**src/rtl/pcie_tx_pkg.sv**
```systemverilog
// Shared types and constants for the PCIe VC0 transmit arbiter.
// Covers the state encoding, requester indices and the credit field layout.
package pcie_tx_pkg;

    localparam int unsigned REQ_P        = 0;
    localparam int unsigned REQ_CPL      = 1;

    localparam int unsigned HDR_CW       = 9;
    localparam int unsigned DATA_CW      = 13;
    localparam int unsigned PD_W         = 9;
    localparam int unsigned HDR_INF_BIT  = 8;
    localparam int unsigned DATA_INF_BIT = 12;

    typedef enum logic [1:0] {
        ST_IDLE  = 2'd0,
        ST_CHECK = 2'd1,
        ST_REQ   = 2'd2,
        ST_XFER  = 2'd3
    } state_e;

    // Credits advertised by the core for one traffic class.
    typedef struct packed {
        logic [HDR_CW-1:0]  hdr;
        logic [DATA_CW-1:0] data;
        logic               recheck;
    } credit_t;

    // Credits a pending TLP needs.
    typedef struct packed {
        logic            need_h;
        logic [PD_W-1:0] need_d;
    } need_t;

endpackage

```
**src/rtl/pcie_credit_chk.sv**
```systemverilog
// Combinational credit test: a TLP may go when both the header and data credits
// are infinite or sufficient, and the core is not in the middle of updating them.
module pcie_credit_chk
    import pcie_tx_pkg::*;
(
    input  logic [HDR_CW-1:0]  hdr_avail_i,
    input  logic [DATA_CW-1:0] data_avail_i,
    input  logic               need_h_i,
    input  logic [PD_W-1:0]    need_d_i,
    input  logic               recheck_i,
    output logic               pass_o
);

    logic hdr_ok_c;
    logic data_ok_c;

    assign hdr_ok_c  = hdr_avail_i[HDR_INF_BIT] ||
                       (hdr_avail_i[HDR_INF_BIT-1:0] >= HDR_INF_BIT'(need_h_i));
    assign data_ok_c = data_avail_i[DATA_INF_BIT] ||
                       (data_avail_i[DATA_INF_BIT-1:0] >= DATA_INF_BIT'(need_d_i));

    assign pass_o = !recheck_i && hdr_ok_c && data_ok_c;

endmodule

```
**src/rtl/pcie_tx_arb.sv**
```systemverilog
// Round-robin arbiter sharing the PCIe VC0 transmit port between a posted-write
// source (req 0) and a completion source (req 1), gated on transmit credits.
module pcie_tx_arb
    import pcie_tx_pkg::*;
#(
    parameter int unsigned DW    = 16,
    parameter int unsigned CNT_W = 16
) (
    input  logic                pcie_clk,
    input  logic                sys_rst_n,

    input  logic [1:0]          req_valid,
    input  logic [1:0]          req_ph,
    input  logic [PD_W-1:0]     req_pd0,
    input  logic [PD_W-1:0]     req_pd1,
    output logic [1:0]          req_gnt,
    input  logic [1:0]          req_st,
    input  logic [1:0]          req_end,
    input  logic [DW-1:0]       req_data0,
    input  logic [DW-1:0]       req_data1,

    output logic                tx_req,
    input  logic                tx_rdy,
    output logic                tx_st,
    output logic                tx_end,
    output logic [DW-1:0]       tx_data,

    input  logic [HDR_CW-1:0]   tx_ca_ph,
    input  logic [HDR_CW-1:0]   tx_ca_cplh,
    input  logic [DATA_CW-1:0]  tx_ca_pd,
    input  logic [DATA_CW-1:0]  tx_ca_cpld,
    input  logic                tx_ca_p_recheck,
    input  logic                tx_ca_cpl_recheck,

    output logic [CNT_W-1:0]    pkt_cnt0,
    output logic [CNT_W-1:0]    pkt_cnt1,
    output logic                busy
);

    state_e           state_q, state_d;
    logic             sel_q, sel_d;
    logic             last_q, last_d;
    logic             tx_req_q, tx_req_d;
    logic [1:0]       gnt_q, gnt_d;
    logic [CNT_W-1:0] cnt0_q, cnt0_d;
    logic [CNT_W-1:0] cnt1_q, cnt1_d;

    credit_t          cred_c;
    need_t            need_c;
    logic             pass_c;
    logic             xfer_end_c;
    logic [DW-1:0]    tx_data_c;

    // Select the credit class and requirement of the latched winner.
    always_comb begin
        cred_c.hdr     = tx_ca_ph;
        cred_c.data    = tx_ca_pd;
        cred_c.recheck = tx_ca_p_recheck;
        need_c.need_h  = req_ph[REQ_P];
        need_c.need_d  = req_pd0;
        if (sel_q) begin
            cred_c.hdr     = tx_ca_cplh;
            cred_c.data    = tx_ca_cpld;
            cred_c.recheck = tx_ca_cpl_recheck;
            need_c.need_h  = req_ph[REQ_CPL];
            need_c.need_d  = req_pd1;
        end
    end

    pcie_credit_chk u_credit_chk (
        .hdr_avail_i  (cred_c.hdr),
        .data_avail_i (cred_c.data),
        .need_h_i     (need_c.need_h),
        .need_d_i     (need_c.need_d),
        .recheck_i    (cred_c.recheck),
        .pass_o       (pass_c)
    );

    // Zero-latency data path; the grant register doubles as the mux select.
    always_comb begin
        tx_data_c = '0;
        if (gnt_q[REQ_P]) begin
            tx_data_c = req_data0;
        end else if (gnt_q[REQ_CPL]) begin
            tx_data_c = req_data1;
        end
    end

    assign xfer_end_c = |(gnt_q & req_end);

    // Next-state logic; a blocked winner stays in CHECK without re-arbitration.
    always_comb begin
        state_d  = state_q;
        sel_d    = sel_q;
        last_d   = last_q;
        tx_req_d = tx_req_q;
        gnt_d    = gnt_q;
        cnt0_d   = cnt0_q;
        cnt1_d   = cnt1_q;

        case (state_q)
            ST_IDLE: begin
                if (|req_valid) begin
                    if (&req_valid) begin
                        sel_d = ~last_q;
                    end else begin
                        sel_d = req_valid[REQ_CPL];
                    end
                    state_d = ST_CHECK;
                end
            end
            ST_CHECK: begin
                if (pass_c) begin
                    tx_req_d = 1'b1;
                    state_d  = ST_REQ;
                end
            end
            ST_REQ: begin
                if (tx_rdy) begin
                    tx_req_d     = 1'b0;
                    gnt_d        = '0;
                    gnt_d[sel_q] = 1'b1;
                    state_d      = ST_XFER;
                end
            end
            ST_XFER: begin
                if (xfer_end_c) begin
                    if (sel_q) begin
                        cnt1_d = cnt1_q + CNT_W'(1);
                    end else begin
                        cnt0_d = cnt0_q + CNT_W'(1);
                    end
                    last_d  = sel_q;
                    gnt_d   = '0;
                    state_d = ST_IDLE;
                end
            end
            default: begin
                state_d = ST_IDLE;
            end
        endcase
    end

    // last starts at the completion side so the posted source wins first.
    always_ff @(posedge pcie_clk or negedge sys_rst_n) begin
        if (!sys_rst_n) begin
            state_q  <= ST_IDLE;
            sel_q    <= 1'b0;
            last_q   <= 1'(REQ_CPL);
            tx_req_q <= 1'b0;
            gnt_q    <= '0;
            cnt0_q   <= '0;
            cnt1_q   <= '0;
        end else begin
            state_q  <= state_d;
            sel_q    <= sel_d;
            last_q   <= last_d;
            tx_req_q <= tx_req_d;
            gnt_q    <= gnt_d;
            cnt0_q   <= cnt0_d;
            cnt1_q   <= cnt1_d;
        end
    end

    assign req_gnt  = gnt_q;
    assign tx_req   = tx_req_q;
    assign tx_st    = |(gnt_q & req_st);
    assign tx_end   = xfer_end_c;
    assign tx_data  = tx_data_c;
    assign pkt_cnt0 = cnt0_q;
    assign pkt_cnt1 = cnt1_q;
    assign busy     = (state_q != ST_IDLE);

endmodule

```
**config.mk**
```make
export PLATFORM = sky130hd
export DESIGN_NAME = pcie_tx_arb
export DESIGN_NICKNAME = d
export VERILOG_FILES = /design/src/rtl/pcie_tx_pkg.sv /design/src/rtl/pcie_credit_chk.sv /design/src/rtl/pcie_tx_arb.sv
export SDC_FILE = /design/constraint.sdc
export NUM_CORES = 1
export LEC_CHECK = 0
export BUFFER_PORTS_ARGS = -buffer_cell sky130_fd_sc_hd__buf_2
export CAP_MARGIN = 20
export CORE_MARGIN = 2
export CORE_UTILIZATION = 44
export CTS_BUF_LIST = sky130_fd_sc_hd__clkbuf_4 sky130_fd_sc_hd__clkbuf_8
export DETAILED_ROUTE_END_ITERATION = 6
export PLACE_DENSITY = 0.83
export SLEW_MARGIN = 0
export SYNTH_ARGS = -nofsm -noshare
export SYNTH_HDL_FRONTEND = slang
export SYNTH_SLANG_ARGS = --single-unit
```
**constraint.sdc**
```tcl
create_clock -name pcie_clk -period 3.79 [get_ports pcie_clk]
set_input_delay 0.379 -clock pcie_clk [delete_from_list [all_inputs] [get_ports pcie_clk]]
set_output_delay 0.379 -clock pcie_clk [all_outputs]
set_load 0.005 [all_outputs]
```
# Yosys cells after proc, flatten, opt, wreduce, memory -nomap -nowiden
# Index checks and enable logic that the tools add are counted.
# W data, S select, Z words.
# word_totals
ff_bits	39
elab_cells	62
input_bits	107
# op_classes
mux	17
eq_ne	7
n_addsub	2
reduce_logical	21
order_cmp	4
bitwise_logic	4
# op_table
cell	count
$add A16 B1 Y16 const B	2
$mux W16	2
$mux W23	1
$ge A12 B9 Y1	1
$reduce_and A3 Y1	4
$mux W10	1
$mux W2	5
$ge A8 B1 Y1	1
$ne A2 B2 Y1 const B	4
$pmux W2 S4	1
$reduce_and A2 Y1	3
$reduce_bool A2 Y1	3
$reduce_or A2 Y1	3
$and A2 B2 Y2	2
$eq A2 B2 Y1 const B	2
$mux W1	4
$pmux W2 S2	1
$reduce_and A4 Y1	1
$logic_and A1 B1 Y1	3
$eq A2 B1 Y1 const B	1
$logic_not A2 Y1	1
$logic_or A1 B1 Y1	2
$lt A1 B2 Y1 const B	1
$not A1 Y1	2
4 further kinds	4

# Depth between registers and ports, before layout
# Gate-level depths: netlist (run 1).
# depth
ltp_word	7
ltp_mapped	10
depth_no_buf	8

# Hierarchy
# A second synthesis (run 1) with hierarchy kept.
# hier_totals
hier_cells	259
area_unflattened_um2	2737.6
# by_module_without_submodules
mod	instances	area_per_inst_um2	cells_per_inst	seq_area_each_um2
pcie_tx_arb	1	2439.8	223	977.2
pcie_credit_chk	1	297.8	36	0.0

# Worst setup path after synthesis (run 1)
# OpenSTA, ideal clock, no wires.
# synth_path
path_type	reg-to-reg
from	reg sel_q
to	reg state_q[1]
setup_time_ns	0.128
required_ns	3.662
stages_incl_launch_ff	10
slack_ns	0.959
t_arrival_ns	2.704
cell_sequence	dfrtp_1 > buf_4 > clkbuf_1 > mux2_2 > ha_1 > a21o_1 > a2111oi_2 > a21oi_1 > o21ai_2 > mux2_1
# synth_between
elab_chain_cells	7
elab_cells_between_ends	11
classes_between	order compare (2); eq/ne (1); mux (2); reduce/logical (6)
# synth_rtl
item	line_no	source
from (decl)	pcie_tx_arb.sv:41	logic sel_q, sel_d;
from (signal assigned)	pcie_tx_arb.sv:156	sel_q <= sel_d;
$mux W23 or $mux W10 (tied branches)	pcie_tx_arb.sv:61	if (sel_q) begin
$ge A8 B1 Y1	pcie_credit_chk.sv:18	(hdr_avail_i[HDR_INF_BIT-1:0] >= HDR_INF_BIT'(need_h_i));
$logic_or A1 B1 Y1	pcie_credit_chk.sv:17	assign hdr_ok_c = hdr_avail_i[HDR_INF_BIT] ||
$logic_and A1 B1 Y1	pcie_credit_chk.sv:22	assign pass_o = !recheck_i && hdr_ok_c && data_ok_c;
$logic_and A1 B1 Y1 *	pcie_credit_chk.sv:22	
$ne A2 B2 Y1 (no line) *	-	
$reduce_and A4 Y1 (no line) *	-	
to (signal assigned)	pcie_tx_arb.sv:155	state_q <= state_d;
to (decl)	pcie_tx_arb.sv:40	state_e state_q, state_d;
# Mark *: on every way between the ends. The rest lies on a longest branch, timed or not.
# A chain may end at the register's enable or synchronous reset.

# Final worst setup path (run 1)
# Ends and elaborated chain as after synthesis.

==> key figures, run 1 <==
Final layout
  • Area of the multi-input gates: ~1400 um2
  • Sequential Area: slightly below 1000 um2
  • Nets: 528
  • Layout area overhead: 39.5%
  • Layout cells sized above 1: 47.0%
  • Fillers: 477
  • Antenna diode count: 0
  • Layout Cell Area excl Fill: approximately 3500 um2

Synthesis
  • Post-synthesis mux area share: 10.7%
  • Adder-Cell Fraction of Synth Area: 8.04%
  • Cells after synthesis: between 200 and 250
  • Syn Std Cell Area: 2490 um2
  • FFs w/ async S/R, synth: 100%
  • Simple-Gate Fraction of Synth Area: about 16%
  • Synth top cells by count: dfrtp_1, nand2_1, a22o_1
  • Synth top area share: 38.2%
  • Yosys Warn Count: 0
  • Avg Inst Size Synth: 10.2 um2
  • Combinational family with the most area after synthesis: simple AND/OR/NAND/NOR gates
  • EDFF count, synth: 0
  • Syn_nets: 366
  • Post-synthesis register bit count: 39
  • Count of cell types in the netlist: 38
  • Synth Area in Compound Gates: 12.4%
  • Synth area leaders: dfrtp_1, ha_1, a22o_1, xnor2_1, mux2_2
  • Share of the synthesized netlist area taken by xor and xnor gates: 10.6%
  • Top_reg_cell synth: dfrtp_1
  • Count leader, synth: dfrtp_1
  • Post-synth top area cell: dfrtp_1
  • Register area share after synthesis: 39.3%

Route
  • First-pass DRT Iterations: 4
  • Number of vias per cell: 5.09
  • Via Count: 2,432
  • Initial DRC count: 70
  • ANT nets after route: 0
  • M1 wire length: 2840 um
  • Routed wl met2: 3420 um
  • Final wirelength: between 6000 and 7000 um
  • Per-cell routed wire length: 14.4 um
  • Top sig layer: met4
  • Routed wl met3: roughly 480 um
  • Residual DRC: 0

STA
  • Max transition margin: around a third
  • Worst-margin pin slew: between 0.9 and 1 ns
  • # setup viols final: 0
  • Post-route minimum period: about 3.2 ns
  • Final Hold Viols: 0
  • RSZ-0062 raised after global routing: no
  • Final Max Slew Viols: 0
  • Min Hold Slack: approximately 0.18 ns
  • Clock skew: about 0.0067 ns
  • Final period util: 83.9%
  • F_max: 314 MHz
  • TNS Setup: 0 ns

Floorplanning
  • FP Rows: 27
  • Ports: 161
  • Starting Density: 45.5%
  • CORE AREA: 5470 um2
  • Die area: 6270 um2
  • Die H: 79.2 um
  • Die Wd: 79.2 um

Global route
  • Gr usage total: 22.6%
  • First-pass GRT wire length: approximately 11,000 um
  • Gr ovfl total: 0
  • Vias in the first global route: 2,511
  • Antenna violations before repair: 0
  • Pin count of the biggest net entering global routing: 40

Pwr
  • LEAKAGE: 1.95 nW
  • Worst vdd ir: 0.275 mV
  • Pwr dens: 474 nW/um2

Worst setup path
  • Startpoint class of the critical path: register
  • CP Capture Type: register
  • Flop-to-flop setup slack: 0.61 ns
  • CP Max Fanout: 25
  • CP Class: register to register
  • Worst endpoint data arrival time: 3.36 ns
  • Critical Path RT: around 4 ns

CTS
  • Worst-path clk slew: 0.08 ns
  • Post-CTS Resized: 0
  • CTS Buffer Depth: 2
  • CTS root buf: clkbuf_8
  • H-tree depth: 2
  • CTS buffer count: 5
  • CTS tree: done
  • Post-CTS Setup Repair Bufs: 0
  • Clock Latency Late Sink: about 0.29 ns
  • Hold-fix buffers at CTS: 0
  • Num Clock Sinks: 39

Placed design
  • Placed cell areas: 3360 um2
  • Port Buffers: 160
  • Post-detail-place hpwl: 5590 um
  • RD Place Congestion: 0.845

Hold path
  • Type of the worst min-delay path: primary input to asynchronous set/reset pin

Flow run
  • Max Cap Viol: 0

Status
  • Outcome: finished, final reports clean
## power by group
part	switching, mW	internal (mW)	leakage, nW
Sequential	0.127	0.474	0.519
Combinational	0.322	0.379	1.38
Clock	0.148	0.196	0.0581
Total	0.598	1.05	1.95
## sequential cells by signal (all words and copies together), names as in the netlist
register  cells
req_gnt       2
last_q        1
sel_q         1
pkt_cnt1     16
state_q       2
pkt_cnt0     16
tx_req        1
## cell families (layout without fill, tap and decap cells)
family          after synthesis  count (layout)
simple gates                 79              79
mux                          25              25
compound gates               38              38
fa+ha+maj                    16              16
buf+inv                      16             179
flops                        39              39
xor+xnor                     30              30
## layout by cell type (no fill, tap or decap), drive strengths merged, types with 6 or more instances in the layout
cell type,n
ha,16
nand2,23
mux2,13
dfrtp,38
inv,10
and3,9
xor2,13
buf,161
nand3,15
nor3,9
mux2i,12
o21ai,6
a22o,18
xnor2,17
nor2,14
## worst paths after layout
kind / start / endpoint / cells after the start
min in group pcie_clk: req_valid[1] / sel_q / 2
worst max-delay path: sel_q / state_q[1] / 9
worst min register to register: pkt_cnt0[15] / pkt_cnt0[15] / 1
max in group asynchronous: sys_rst_n / pkt_cnt1[12] / 1
worst max register to register: sel_q / state_q[1] / 9
worst min-delay path: sys_rst_n / pkt_cnt0[12] / 1
## stage by stage
| step | worst slack (ns) | util (%) | cells | total power, mW |
|---|---|---|---|---|
| 2_1_floorplan | 0.959 | - | 243 | 1.06 |
| 3_3_place_gp | 0.745 | 61.4 | 470 | 1.28 |
| 3_5_place_dp | 0.596 | 61.4 | 470 | 1.31 |
| 4_1_cts | 0.594 | 63.4 | 478 | 1.66 |
| 5_1_grt | 0.295 | 63.4 | 478 | 1.78 |
| 6_report | 0.610 | 63.4 | 478 | 1.65 |
## metal layers
layer | vias up | global-route usage [%]
li1 | 1205 | -
met1 | 1118 | 26.5
met2 | 85 | 39.4
met3 | 24 | 6.59
met4 | 0 | 7.93
met5 | - | 0
## worst max-delay path: stages (launching register included)
cell and delay, ns:
dfrtp_1 1.00, buf_4 0.32, mux2_2 0.35, ha_1 0.28
o21ai_0 0.14, a21oi_1 0.07, o31ai_1 0.24, a21oi_1 0.16
o21ai_2 0.18, mux2_1 0.33
## area by class of cell
type,instances,area share (%)
Multi-Input combinational cell,188,41.7
Sequential cell,39,28.1
Timing Repair Buffer,161,23.3
Tap cell,72,2.59
Clock buffer,5,1.98
Clock inverter,3,1.26
Inverter,10,1.08
No activity file was read; power rests on OpenSTA's default activity.
==> run 2: changes to the inputs <==
==> constraint.sdc (replaced) <==
create_clock -name pcie_clk -period 3 [get_ports pcie_clk]
set_input_delay 0.3 -clock pcie_clk [delete_from_list [all_inputs] [get_ports pcie_clk]]
set_output_delay 0.3 -clock pcie_clk [all_outputs]
set_load 0.005 [all_outputs]
==> run 2 against run 1 <==
Net effect:
- cell area barely moved
- fmax rose by 18%
- clock-buffer cell count did not move
- clock power rose by 3%
- non-clock buffer count rose by 3
- largest power group unchanged
- setup slack got worse by 0.30 ns
- final cell count rose by 0.63%
- combinational power rose by 38%
- critical path type unchanged
==> key figures, run 2 (synthesized netlist as in run 1, its figures left out) <==
CTS
  • CTS tree: done
  • CTS Buffer Depth: 2 (unchanged)
  • Post-CTS Resized: 0 (unchanged)
  • CTS root buf: clkbuf_8
  • Worst-path clk slew: 0.08 ns (about the same)
  • CTS buffer count: 5 (unchanged)
  • Clock Latency Late Sink: 0.30 ns (about the same)
  • Num Clock Sinks: 39 (unchanged)
  • Post-CTS Setup Repair Bufs: 0 (unchanged)
  • Hold-fix buffers at CTS: 0 (unchanged)
  • H-tree depth: 2 (unchanged)

STA
  • RSZ-0062 raised after global routing: no
  • Final Max Slew Viols: 0 (unchanged)
  • Max transition margin: 37.9% (+3.9 points)
  • Worst-margin pin slew: 0.929 ns (-0.0605 ns)
  • Final Hold Viols: 0 (unchanged)
  • Final period util: 89.6% (+5.7 points)
  • TNS Setup: 0 ns (unchanged)
  • # setup viols final: 0 (unchanged)
  • F_max: 372 MHz (+18%)
  • Post-route minimum period: 2.69 ns (-0.492 ns)
  • Clock skew: 0.0110 ns (+0.00424 ns)

Worst setup path
  • CP Capture Type: register
  • CP Max Fanout: 13 (-48%)
  • Critical Path RT: 3.19 ns (-0.78 ns)
  • Worst endpoint data arrival time: 2.88 ns (-0.48 ns)
  • Startpoint class of the critical path: register
  • CP Class: register to register

Global route
  • Gr usage total: 22.0% (-0.68 points)
  • First-pass GRT wire length: 11,000 um (-2.3%)
  • Vias in the first global route: 2,440 (-2.8%)
  • Antenna violations before repair: 0 (unchanged)
  • Gr ovfl total: 0 (unchanged)
  • Pin count of the biggest net entering global routing: 40 (unchanged)

Route
  • Number of vias per cell: 5.18 (+1.9%)
  • Per-cell routed wire length: 14.2 um (-1.4%)
  • First-pass DRT Iterations: 4 (unchanged)
  • ANT nets after route: 0 (unchanged)
  • Residual DRC: 0 (unchanged)
  • Final wirelength: 6850 um (-0.75%)
  • Via Count: 2,493 (+2.5%)
  • Initial DRC count: 93 (+33%)

Pwr
  • Pwr dens: 582 nW/um2 (+23%)
  • Worst vdd ir: 0.277 mV (+0.84%)
  • LEAKAGE: 1.95 nW (-0.16%)

Floorplanning
  • Starting Density: 45.5% (unchanged)
  • Die area: 6270 um2 (unchanged)
  • Ports: 161 (unchanged)
  • Die Wd: 79.2 um (unchanged)
  • CORE AREA: 5470 um2 (unchanged)
  • FP Rows: 27 (unchanged)
  • Die H: 79.2 um (unchanged)

Final layout
  • Nets: 531 (+0.57%)
  • Fillers: 470 (-1.5%)
  • Layout cells sized above 1: 47.4% (+0.39 points)
  • Most frequent cells in the layout: buf_2, dfrtp_1, nand2_1
  • Layout area overhead: 39.5% (about the same)
  • Layout Cell Area excl Fill: 3470 um2 (about the same)
  • Antenna diode count: 0 (unchanged)
  • Most common cell after layout, fill and taps aside: buf_2
  • Layout Utilization: 63.4% (about the same)

Placed design
  • RD Place Congestion: 0.862 (+2.1%)
  • Port Buffers: 160 (unchanged)
  • Placed cell areas: 3380 um2 (+0.67%)
  • Post-detail-place hpwl: 5640 um (+0.94%)

Flow run
  • Max Cap Viol: 0 (unchanged)

Status
  • Outcome: finished, final reports clean

Hold path
  • Type of the worst min-delay path: primary input to asynchronous set/reset pin
-- run 2: critical path: stages, from the launching register on --
cell     delay (ns)
dfrtp_1        0.54
buf_4          0.28
mux2_2         0.36
ha_1           0.28
nor4b_1        0.31
nand3_1        0.14
nand3_1        0.09
a21oi_1        0.07
o21ai_2        0.17
mux2_1         0.33
-- run 2: area by class of cell --
cell class / count / area (um2) / share of cell area [%]
timing repair buffer: 164 / 831 / 23.9
tap: 72 / 90.1 / 2.60
multi-input combinational: 188 / 1450 / 41.7
inverter: 10 / 37.5 / 1.08
sequential: 39 / 977 / 28.2
clock buffer: 5 / 68.8 / 1.98
clock inverter: 3 / 20.0 / 0.577
-- run 2: path summary, 6_finish.rpt --
kind	startpoint	to	slack, ns	cells past startpoint
setup / recovery	sel_q	state_q[1]	0.31	9
hold / removal	sys_rst_n	pkt_cnt0[11]	0.09	1
setup reg to reg	sel_q	state_q[1]	0.31	9
hold reg to reg	pkt_cnt1[15]	pkt_cnt1[15]	0.46	1
max in group asynchronous	sys_rst_n	pkt_cnt1[0]	2.34	1
min in group pcie_clk	req_valid[1]	sel_q	0.29	2
-- run 2: per-layer routing --
metal / vias to the layer above / track usage [%] / wire [um]
met3: 17 / 6.59 / 394
met4: 0 / 6.90 / 127
met1: 1179 / 27.2 / 2950
li1: 1209 / - / -
met2: 88 / 36.8 / 3380
met5: - / 0 / 0
-- run 2: per-stage QoR --
stage / worst slack, ns / instances / total power [mW] / hold WS, ns
2_1_floorplan: 0.169 / 243 / 1.34 / 0.00441
3_3_place_gp: 0.468 / 473 / 1.64 / 0.451
3_5_place_dp: 0.301 / 473 / 1.68 / 0.453
4_1_cts: 0.306 / 481 / 2.03 / 0.127
5_1_grt: 0.183 / 481 / 2.18 / 0.173
6_report: 0.312 / 481 / 2.02 / 0.0933
-- run 2: power breakdown --
part	total (mW)	internal [mW]	switching (mW)
Clock	0.355	0.162	0.193
Combinational	0.970	0.496	0.474
Sequential	0.694	0.601	0.0934
==> run 3: changes to the inputs <==
--- a/config.mk
+++ b/config.mk
@@ -8,10 +8,10 @@
 export BUFFER_PORTS_ARGS = -buffer_cell sky130_fd_sc_hd__buf_2
 export CAP_MARGIN = 20
 export CORE_MARGIN = 2
-export CORE_UTILIZATION = 44
-export CTS_BUF_LIST = sky130_fd_sc_hd__clkbuf_4 sky130_fd_sc_hd__clkbuf_8
+export CORE_UTILIZATION = 43
+export CTS_BUF_LIST = sky130_fd_sc_hd__clkbuf_4 sky130_fd_sc_hd__clkbuf_8 sky130_fd_sc_hd__clkbuf_16
 export DETAILED_ROUTE_END_ITERATION = 6
-export PLACE_DENSITY = 0.83
+export PLACE_DENSITY = 0.81
 export SLEW_MARGIN = 0
 export SYNTH_ARGS = -nofsm -noshare
 export SYNTH_HDL_FRONTEND = slang
==> run 3 against run 2 <==
Net effect:
- fmax rose by 3.2%
- total power rose by 1.8%
- clock skew fell by 0.0058 ns
- die area rose by 2.2%
- routed wire length fell by 4.9%
- critical path type unchanged
==> key figures, run 3 (synthesized netlist as in run 1, its figures left out) <==
Status
  • Outcome: finished, final reports clean

CTS
  • H-tree depth: 2 (unchanged)
  • CTS tree: done
  • CTS root buf: clkbuf_8
  • Post-CTS Setup Repair Bufs: 0 (unchanged)
  • Num Clock Sinks: 39 (unchanged)
  • Post-CTS Resized: 0 (unchanged)
  • Hold-fix buffers at CTS: 0 (unchanged)
  • Clock Latency Late Sink: 0.29 ns (about the same)
  • CTS Buffer Depth: 2 (unchanged)
  • Worst-path clk slew: 0.08 ns (about the same)
  • CTS buffer count: 5 (unchanged)

Global route
  • First-pass GRT wire length: 11,000 um (unchanged)
  • Vias in the first global route: 2,496 (+2.3%)
  • Gr usage total: 21.5% (-0.44 points)
  • Gr ovfl total: 0 (unchanged)
  • Pin count of the biggest net entering global routing: 40 (unchanged)
  • Antenna violations before repair: 0 (unchanged)

Final layout
  • Layout Cell Area excl Fill: 3490 um2 (+0.43%)
  • Most common cell after layout, fill and taps aside: buf_2
  • Layout cells sized above 1: 47.4% (unchanged)
  • Nets: 531 (unchanged)
  • Antenna diode count: 0 (unchanged)
  • Layout area overhead: 40.1%
  • Fillers: 483 (+2.8%)
  • Area of the multi-input gates: 1450 um2 (unchanged)
  • Non-Filler Instances: 481 (unchanged)
  • Most frequent cells in the layout: buf_2, dfrtp_1, nand2_1
  • Sequential Area: 977 um2 (unchanged)

Placed design
  • Placed cell areas: 3380 um2 (unchanged)
  • Post-detail-place hpwl: 5350 um (-5.2%)
  • Placed Cells: 473 (unchanged)
  • Port Buffers: 160 (unchanged)
  • RD Place Congestion: 0.828 (-4.0%)

Flow run
  • Max Cap Viol: 0 (unchanged)

Floorplanning
  • Die area: 6410 um2 (+2.2%)
  • Starting Density: 44.9% (-0.55 points)
  • Ports: 161 (unchanged)
  • Die H: 80.1 um (+1.1%)
  • FP Rows: 27 (unchanged)
  • Die Wd: 80.1 um (+1.1%)
  • CORE AREA: 5540 um2 (+1.2%)

Pwr
  • Internal power: 1.32 mW (+4.7%)
  • Sw Share: 35.9% (-1.7 points)
  • Sequential share of power: 33.5% (-0.9 points)
  • Pwr Total: 2.06 mW (+1.8%)
  • Gate power share: 47.2% (-0.9 points)
  • Worst vdd ir: 0.346 mV (+25%)
  • LEAKAGE: 1.97 nW (+0.76%)
  • Net Switching: 0.739 mW (-2.9%)
  • Pwr dens: 590 nW/um2 (+1.4%)
  • Clock power share: 19.3% (+1.7 points)

Worst setup path
  • Crit-path cells: buf_4, mux2_2, ha_1, nor4bb_1, nand3_1, nand3_1, a21oi_1, o21ai_2, mux2_1
  • Startpoint class of the critical path: register
  • Slowest CP cell: dfrtp_1
  • Cells on worst reg2reg path: 9 (unchanged)
  • CP max stage delay: 0.48 ns (-0.06 ns)
  • CP Class: register to register
  • Flop-to-flop setup slack: 0.40 ns (+0.08 ns)
  • Critical Path RT: 3.17 ns (-0.02 ns)
  • CP Max Fanout: 12 (-1)
  • Worst endpoint data arrival time: 2.78 ns (-0.10 ns)
  • CP Capture Type: register
  • Most used cell, CP: nand3_1

STA
  • Final Max Slew Viols: 0 (unchanged)
  • F_max: 384 MHz (+3.2%)
  • Worst-margin pin slew: 0.927 ns (-0.00190 ns)
  • # setup viols final: 0 (unchanged)
  • Final period util: 86.8% (-2.8 points)
  • Max transition margin: 38.1% (+0.13 points)
  • Final Hold Viols: 0 (unchanged)
  • TNS Setup: 0 ns (unchanged)
  • RSZ-0062 raised after global routing: no
  • Post-route minimum period: 2.60 ns (-0.0838 ns)
  • Clock skew: 0.00512 ns (-0.00584 ns)

Route
  • Number of vias per cell: 5.06 (-2.4%)
  • ANT nets after route: 0 (unchanged)
  • Initial DRC count: 60 (-35%)
  • Per-cell routed wire length: 13.5 um (-4.9%)
  • Via Count: 2,432 (-2.4%)
  • Final wirelength: 6510 um (-4.9%)
  • First-pass DRT Iterations: 5 (+1)
  • Residual DRC: 0 (unchanged)

Hold path
  • Type of the worst min-delay path: primary input to asynchronous set/reset pin
==> run 3: worst max-delay path: cells and delay by family (launching register included) <==
family                   cells  cell delay, ns
flip-flops                   1            0.48
buffers and inverters        1            0.27
multiplexers                 2            0.70
adder cells (fa/ha/maj)      1            0.30
AO/OA/AOI/OAI                2            0.25
AND/OR/NAND/NOR              3            0.48
==> run 3: power groups by stage <==
stage	logic [mW]	registers (mW)	clock network, mW
floorplan	0.652	0.684	0
global placement	0.942	0.694	0
detailed placement	0.981	0.700	0
CTS	0.983	0.690	0.408
global route	1.11	0.702	0.427
finish	0.970	0.689	0.397
==> run 3: routing by layer <==
metal,up-vias,part of all wire (%),track usage [%]
met1,1135,44,26.7
met5,-,0,0
met2,84,49,36.4
met3,8,6.3,6.40
li1,1205,-,-
met4,0,1.1,5.76
==> run 3: final timing paths <==
path / start / endpoint
min in group pcie_clk: req_valid[1] / sel_q
setup reg to reg: sel_q / state_q[1]
hold / removal: sys_rst_n / pkt_cnt0[14]
max in group asynchronous: sys_rst_n / pkt_cnt1[12]
setup / recovery: sel_q / state_q[1]
hold reg to reg: pkt_cnt1[15] / pkt_cnt1[15]
==> run 3: cell type report <==
cell class                 instances  area share, %
timing repair buffer             164           23.8
clock buffer                       8           2.98
sequential                        39           28.0
multi-input combinational        188           41.5
tap                               72           2.58
inverter                          10           1.08
==> run 3: stage by stage <==
step / utilization, % / setup WS (ns) / hold WS [ns]
after floorplan: - / 0.169 / 0.00441
after global placement: 61.0 / 0.505 / 0.451
after detailed placement: 61.0 / 0.411 / 0.457
after CTS: 62.9 / 0.388 / 0.146
after global routing: 62.9 / 0.195 / 0.193
final: 62.9 / 0.396 / 0.124
